[config.mk]
export PLATFORM = sky130hd
export DESIGN_NAME = if_id_pipe_reg
export DESIGN_NICKNAME = d
export VERILOG_FILES = /design/src/rtl/if_id_pipe_reg_pkg.sv /design/src/rtl/if_id_pipe_reg_slot.sv /design/src/rtl/if_id_pipe_reg.sv
export SDC_FILE = /design/constraint.sdc
export NUM_CORES = 1
export LEC_CHECK = 0
export BUFFER_PORTS_ARGS = -buffer_cell sky130_fd_sc_hd__clkbuf_2
export CAP_MARGIN = 40
export CORE_AREA = 2 2 131 133
export DETAILED_ROUTE_END_ITERATION = 10
export DIE_AREA = 0 0 133 135
export PLACE_DENSITY = 0.66
export SYNTH_ARGS = -nofsm -noshare
export SYNTH_HDL_FRONTEND = slang
export SYNTH_SLANG_ARGS = --single-unit
[constraint.sdc]
create_clock -name clk -period 1.6 [get_ports clk]
set_input_delay 0.16 -clock clk [delete_from_list [all_inputs] [get_ports clk]]
set_output_delay 0.16 -clock clk [all_outputs]
set_load 0.1 [all_outputs]
[src/rtl/if_id_pipe_reg_pkg.sv]
// Shared encodings for the IF->ID pipeline register: control polarities and FSM states.
package if_id_pipe_reg_pkg;
   localparam logic FLUSH_ON = 1'b1;
   localparam logic STALL_ON = 1'b1;

   typedef enum logic [1:0] {
      PIPE_EMPTY = 2'b00,
      PIPE_ONE   = 2'b01,
      PIPE_FULL  = 2'b10
   } pipe_state_t;
endpackage

[src/rtl/if_id_pipe_reg_slot.sv]
// One valid+payload register; clear zeroes everything, load captures, drop only invalidates.
module pipe_skid_slot #(
   parameter int W = 68
) (
   input  logic         clk,
   input  logic         rst_n,
   input  logic         clear,
   input  logic         load,
   input  logic         drop,
   input  logic [W-1:0] d,
   output logic         valid,
   output logic [W-1:0] q
);
   always_ff @(posedge clk or negedge rst_n) begin
      if (!rst_n) begin
         valid <= 1'b0;
         q     <= '0;
      end else if (clear) begin
         valid <= 1'b0;
         q     <= '0;
      end else if (load) begin
         valid <= 1'b1;
         q     <= d;
      end else if (drop) begin
         // payload kept so id_* show the last beat after a drain
         valid <= 1'b0;
      end
   end
endmodule

[src/rtl/if_id_pipe_reg.sv]
// IF->ID pipeline register with a 2-entry skid buffer and a registered upstream ready.
// Optional perf counters (stall cycles, flushed beats) under IF_ID_PERF_EN.
module if_id_pipe_reg
   import if_id_pipe_reg_pkg::*;
#(
   parameter int PC_W   = 32,
   parameter int INST_W = 32,
   parameter int SIDE_W = 4
`ifdef IF_ID_PERF_EN
   ,
   parameter int CNT_W  = 32
`endif
) (
   input  logic              clk,
   input  logic              rst_n,
   input  logic              flush,
   input  logic              stall,
   input  logic              if_valid,
   output logic              if_ready,
   input  logic [PC_W-1:0]   if_pc,
   input  logic [INST_W-1:0] if_inst,
   input  logic [SIDE_W-1:0] if_side,
   output logic              id_valid,
   input  logic              id_ready,
   output logic [PC_W-1:0]   id_pc,
   output logic [INST_W-1:0] id_inst,
   output logic [SIDE_W-1:0] id_side
`ifdef IF_ID_PERF_EN
   ,
   output logic [CNT_W-1:0]  perf_stall,
   output logic [CNT_W-1:0]  perf_flush
`endif
);
   localparam int BEAT_W = PC_W + INST_W + SIDE_W;

   pipe_state_t       state, state_nxt;
   logic              main_valid, skid_valid;
   logic [BEAT_W-1:0] main_q, skid_q, in_beat, main_d;
   logic              clear, main_load, main_from_skid, main_drop, skid_load, skid_drop;
   logic              up_xfer, dn_take, dn_xfer;

   assign in_beat  = {if_pc, if_inst, if_side};
   assign if_ready = ~skid_valid;
   assign up_xfer  = if_valid & if_ready;
   assign dn_take  = id_ready & (stall != STALL_ON);
   assign dn_xfer  = main_valid & dn_take;
   assign clear    = (flush == FLUSH_ON);
   assign main_d   = main_from_skid ? skid_q : in_beat;

   always_comb begin
      state_nxt      = state;
      main_load      = 1'b0;
      main_from_skid = 1'b0;
      main_drop      = 1'b0;
      skid_load      = 1'b0;
      skid_drop      = 1'b0;
      if (clear) begin
         state_nxt = PIPE_EMPTY;
      end else begin
         case (state)
            PIPE_EMPTY: begin
               if (up_xfer) begin
                  main_load = 1'b1;
                  state_nxt = PIPE_ONE;
               end
            end
            PIPE_ONE: begin
               if (up_xfer && dn_xfer) begin
                  main_load = 1'b1;
               end else if (up_xfer && !dn_take) begin
                  skid_load = 1'b1;
                  state_nxt = PIPE_FULL;
               end else if (dn_xfer) begin
                  main_drop = 1'b1;
                  state_nxt = PIPE_EMPTY;
               end
            end
            PIPE_FULL: begin
               if (dn_xfer) begin
                  main_load      = 1'b1;
                  main_from_skid = 1'b1;
                  skid_drop      = 1'b1;
                  state_nxt      = PIPE_ONE;
               end
            end
            default: state_nxt = PIPE_EMPTY;
         endcase
      end
   end

   always_ff @(posedge clk or negedge rst_n) begin
      if (!rst_n) state <= PIPE_EMPTY;
      else        state <= state_nxt;
   end

   pipe_skid_slot #(.W(BEAT_W)) u_main (
      .clk(clk), .rst_n(rst_n), .clear(clear), .load(main_load), .drop(main_drop),
      .d(main_d), .valid(main_valid), .q(main_q)
   );

   pipe_skid_slot #(.W(BEAT_W)) u_skid (
      .clk(clk), .rst_n(rst_n), .clear(clear), .load(skid_load), .drop(skid_drop),
      .d(in_beat), .valid(skid_valid), .q(skid_q)
   );

   assign id_valid                  = main_valid;
   assign {id_pc, id_inst, id_side} = main_q;

`ifdef IF_ID_PERF_EN
   logic [1:0] flush_beats;
   assign flush_beats = {1'b0, main_valid} + {1'b0, skid_valid};

   always_ff @(posedge clk or negedge rst_n) begin
      if (!rst_n) begin
         perf_stall <= '0;
         perf_flush <= '0;
      end else begin
         if (main_valid && !dn_take) perf_stall <= perf_stall + CNT_W'(1);
         if (clear)                  perf_flush <= perf_flush + CNT_W'(flush_beats);
      end
   end
`endif
endmodule
==> Implementation_results.wiki <==
{| class="wikitable"
! Metric !! Value
|-
| Post-detailed-routing wire length || around 19 mm
|-
| Number of antenna violations at the first check in global routing || 0
|-
| Wire length on met1 || slightly below 9 mm
|-
| Startpoint-to-endpoint class of the critical path || flop to flop
|-
| Violations in the final reports || setup timing
|-
| Reg-to-reg critical path startpoint || u_skid.valid
|-
| RR Endpoint || u_main.q[31]
|-
| Via count of the first global-routing pass || between 5000 and 6000
|-
| Metal3 WL || 713 um
|-
| Status || finished with violations
|-
| Worst-case clock skew || about 0.0090 ns
|-
| Die extent in x || 133 um
|-
| Largest fanout of any net on the critical path || 15
|-
| Number of design rule violations left after detail routing || 0
|-
| Sequential area share after synthesis || 0.493
|-
| Main flop type after synthesis || sky130_fd_sc_hd__dfrtp_1
|-
| Number of synthesized flops with an enable pin || 0
|-
| Sum of met2 wire segment lengths after detailed routing || 8.84 mm
|-
| Worst setup SP type || flop
|-
| Average footprint of a synthesized cell || 10.2 um^2
|-
| Final-report setup violation count || 134
|-
| Clk slew on worst S/H paths || around 0.060 ns
|-
| Detail Placement HPWL || between 9 and 10 mm
|-
| Top sig layer || met4
|-
| HP Class || input port to flop
|-
| Worst slack at placement || -0.195 ns
|-
| Overall global routing resource usage || 0.207
|-
| Site row count || 47
|-
| Max Transition Viols Final || 0
|-
| PwrDens || ~1100 nW/um^2
|-
| Largest net degree at the start of global routing || 79
|-
| Leakage power || between 4 and 5 nW
|-
| Final hold violation count || 0
|-
| Beginning of the worst hold path || stall
|-
| Floorplan Core Area || 16400 um^2
|-
| FF+latch count, synth || 140
|-
| Count of cells along the worst hold path || 4
|-
| Proportion of synthesized flip-flops having asynchronous set or reset || 1.00
|-
| Headroom to the max-slew limit || 0.623
|-
| Power share of the sequential group || 0.359
|-
| Leading cell types by count after synthesis || 140 x sky130_fd_sc_hd__dfrtp_1, 138 x sky130_fd_sc_hd__nand2b_1, 137 x sky130_fd_sc_hd__nand2_1
|-
| Warning count from the yosys run || 0
|-
| Cells taking the most area after synthesis || sky130_fd_sc_hd__dfrtp_1 49%, sky130_fd_sc_hd__nand2b_1 12%, sky130_fd_sc_hd__mux2_2 11%
|-
| Clk_lat worst skew || ~0.42 ns
|-
| Share of the clock period used by the worst path after layout || 1.11
|-
| CTS H-tree depth || 4
|-
| Sum of overflow across all layers after global routing || 0
|-
| # clock sinks || 140
|-
| Critical Path Sink Type || flop
|-
| Final WS setup || -0.175 ns
|-
| Area growth from synthesis to layout || 45.4%
|-
| Iteration-0 DRC count of the detailed router || 305
|-
| Clock tree from TritonCTS || yes
|-
| Top-level I/O count || 144
|-
| Die footprint || 18000 um^2
|-
| Share of post-route cells with drive strength above 1 || 0.326
|-
| CTS buffer count || 17
|-
| Number of max-capacitance violations reported || 0
|-
| First-pass GRT wire length || 28.8 mm
|-
| Maximum ir drop on the vdd rail || 0.717 mV
|-
| Total vias in the final route || 5697
|-
| Distinct cell type count of the synthesized netlist || 24
|-
| Post-synth top area cell || sky130_fd_sc_hd__dfrtp_1
|-
| Syn Std Cell Area || a little over 7000 um^2
|-
| First-pass detailed-route iteration total || 4
|-
| Inserted Diodes || 0
|-
| Switching fraction of total power || 0.344
|-
| Most instantiated library cell after synthesis || sky130_fd_sc_hd__dfrtp_1
|-
| Maximum achievable frequency || 563 MHz
|-
| Routed wire length per instance || between 15 and 20 um
|-
| Hold path endpoint || state[0]
|-
| Tmin final || 1.78 ns
|-
| Setup repair after global routing missed its margin || true
|-
| Clock root buffer || sky130_fd_sc_hd__clkbuf_16
|-
| Flop2flop setup slack || -0.18 ns
|-
| Max Root-Sink Buffers || 2
|-
| Instance count of the mapped netlist || 696
|-
| Logic pwr share || 0.286
|-
| Critical Path RT || 1.91 ns
|-
| Number of vias per cell after detailed routing || 4.91
|-
| Final-layout setup total negative slack || -11.57 ns
|-
| Portion of synthesized cell area occupied by the leading cell type || 0.493
|-
| Nets@finish || around 1000
|-
| Int Power || 7.24 mW
|-
| Initial Util || 0.433
|-
| Die Y-Extent || between 100 and 150 um
|-
| Worst slew pin tran || about 0.57 ns
|-
| Relative contribution of the clock network to total power || 0.355
|-
| Net Count, Synth || 770
|-
| Count of cells along the worst register-to-register path || 6
|-
| Post-detailed-route count of antenna-violating nets || 0
|-
| Number of port buffers || 143
|-
| Crit path arrival time || 2.08 ns
|-
| RePlAce Congestion || between 0.7 and 0.8
|-
| Net switching power figure || 3.80 mW
|}
-- worst max-delay path, cell delays in order (launching register included) --
cell,delay (ns)
sky130_fd_sc_hd__dfrtp_1,0.41
sky130_fd_sc_hd__nor3b_4,0.28
sky130_fd_sc_hd__nor2_2,0.07
sky130_fd_sc_hd__o21ai_4,0.17
sky130_fd_sc_hd__buf_12,0.19
sky130_fd_sc_hd__buf_12,0.18
sky130_fd_sc_hd__mux2_2,0.34
-- cell families after synthesis --
family | count (synthesis) | share of synthesized area
AOI/OAI and AO/OA | 77 | 0.0560
buffers and inverters | 55 | 0.0419
and+or+nand+nor | 288 | 0.205
DFF | 140 | 0.493
muxes | 136 | 0.204
-- power by group through the flow --
stage / combinational [mW] / sequential, mW / clock (mW)
2_1_floorplan: 0.671 / 5.37 / 0
3_3_place_gp: 2.67 / 4.01 / 0
3_5_place_dp: 2.68 / 4.01 / 0
4_1_cts: 3.07 / 3.96 / 3.98
5_1_grt: 3.30 / 3.99 / 4.14
6_report: 3.16 / 3.96 / 3.91
-- area by class of cell --
type | count | area (um^2)
fill | 1329 | 6080
multi-input combinational | 501 | 3580
sequential | 140 | 3510
timing repair buffer | 266 | 2380
clock buffer | 23 | 488
tap | 220 | 275
clock inverter | 8 | 90.1
inverter | 2 | 7.51
-- state kept, by name (all words and copies together), names as in the netlist --
name and cells:
state 2, u_skid.q 68, u_main.q 68, u_main.valid 1, u_skid.valid 1
-- stage by stage --
stage | utilization | power (mW) | std cells | cell area (um^2) | hold WS, ns
after global routing | 0.629 | 11.4 | 1160 | 10300 | 0.150
after CTS | 0.615 | 11.0 | 1154 | 10100 | 0.0971
after floorplan | - | 6.04 | 696 | 7110 | -0.136
final | 0.629 | 11.0 | 1160 | 10300 | 0.123
after global placement | 0.498 | 6.67 | 1030 | 8170 | 0.150
after detailed placement | 0.498 | 6.69 | 1030 | 8170 | 0.154
-- how the worst max path moves through the flow --
stage | startpoint | cells after the start | slack [ns] | end
6_report | u_skid.valid | 6 | -0.18 | u_main.q[31]
5_1_grt | u_skid.valid | 6 | -0.24 | u_main.q[42]
2_1_floorplan | u_main.valid | 7 | -0.18 | u_main.q[47]
4_1_cts | u_main.valid | 7 | -0.14 | u_main.q[46]
3_5_place_dp | state[1] | 5 | -0.20 | u_main.q[44]
3_3_place_gp | state[1] | 5 | -0.15 | u_main.q[45]
-- layout by cell type, fill, tap and decap left out, types with 2 or more instances in the layout --
master	count
sky130_fd_sc_hd__dfrtp_1	139
sky130_fd_sc_hd__nand2b_1	138
sky130_fd_sc_hd__clkinv_2	6
sky130_fd_sc_hd__bufbuf_16	3
sky130_fd_sc_hd__buf_6	7
sky130_fd_sc_hd__dlygate4sd3_1	69
sky130_fd_sc_hd__nor2b_4	2
sky130_fd_sc_hd__nor2b_1	2
sky130_fd_sc_hd__clkbuf_16	20
sky130_fd_sc_hd__nand2_1	136
sky130_fd_sc_hd__nor2_1	2
sky130_fd_sc_hd__bufinv_16	2
sky130_fd_sc_hd__buf_12	16
sky130_fd_sc_hd__clkbuf_2	139
sky130_fd_sc_hd__a21oi_1	71
sky130_fd_sc_hd__buf_4	18
sky130_fd_sc_hd__buf_16	10
sky130_fd_sc_hd__mux2i_1	67
sky130_fd_sc_hd__clkbuf_8	4
sky130_fd_sc_hd__clkbuf_1	2
sky130_fd_sc_hd__nand3_1	2
sky130_fd_sc_hd__a21oi_2	2
sky130_fd_sc_hd__inv_1	2
sky130_fd_sc_hd__mux2_4	61
sky130_fd_sc_hd__mux2_2	7
-- what timing repair did --
item	CTS	global route
hold buffers	69	0
cloned	12	3
setup buffers	13	4
pin swaps	5	0
setup endpoints to repair	85	137
hold endpoints to repair	112	0
gates resized for setup	52	38
-- layer usage --
layer,GRT usage,vias to the layer above
li1,-,2752
met5,0,-
met1,0.282,2780
met3,0.0379,18
met4,0.0705,0
met2,0.333,147
Power figures use the tool's default switching activity.
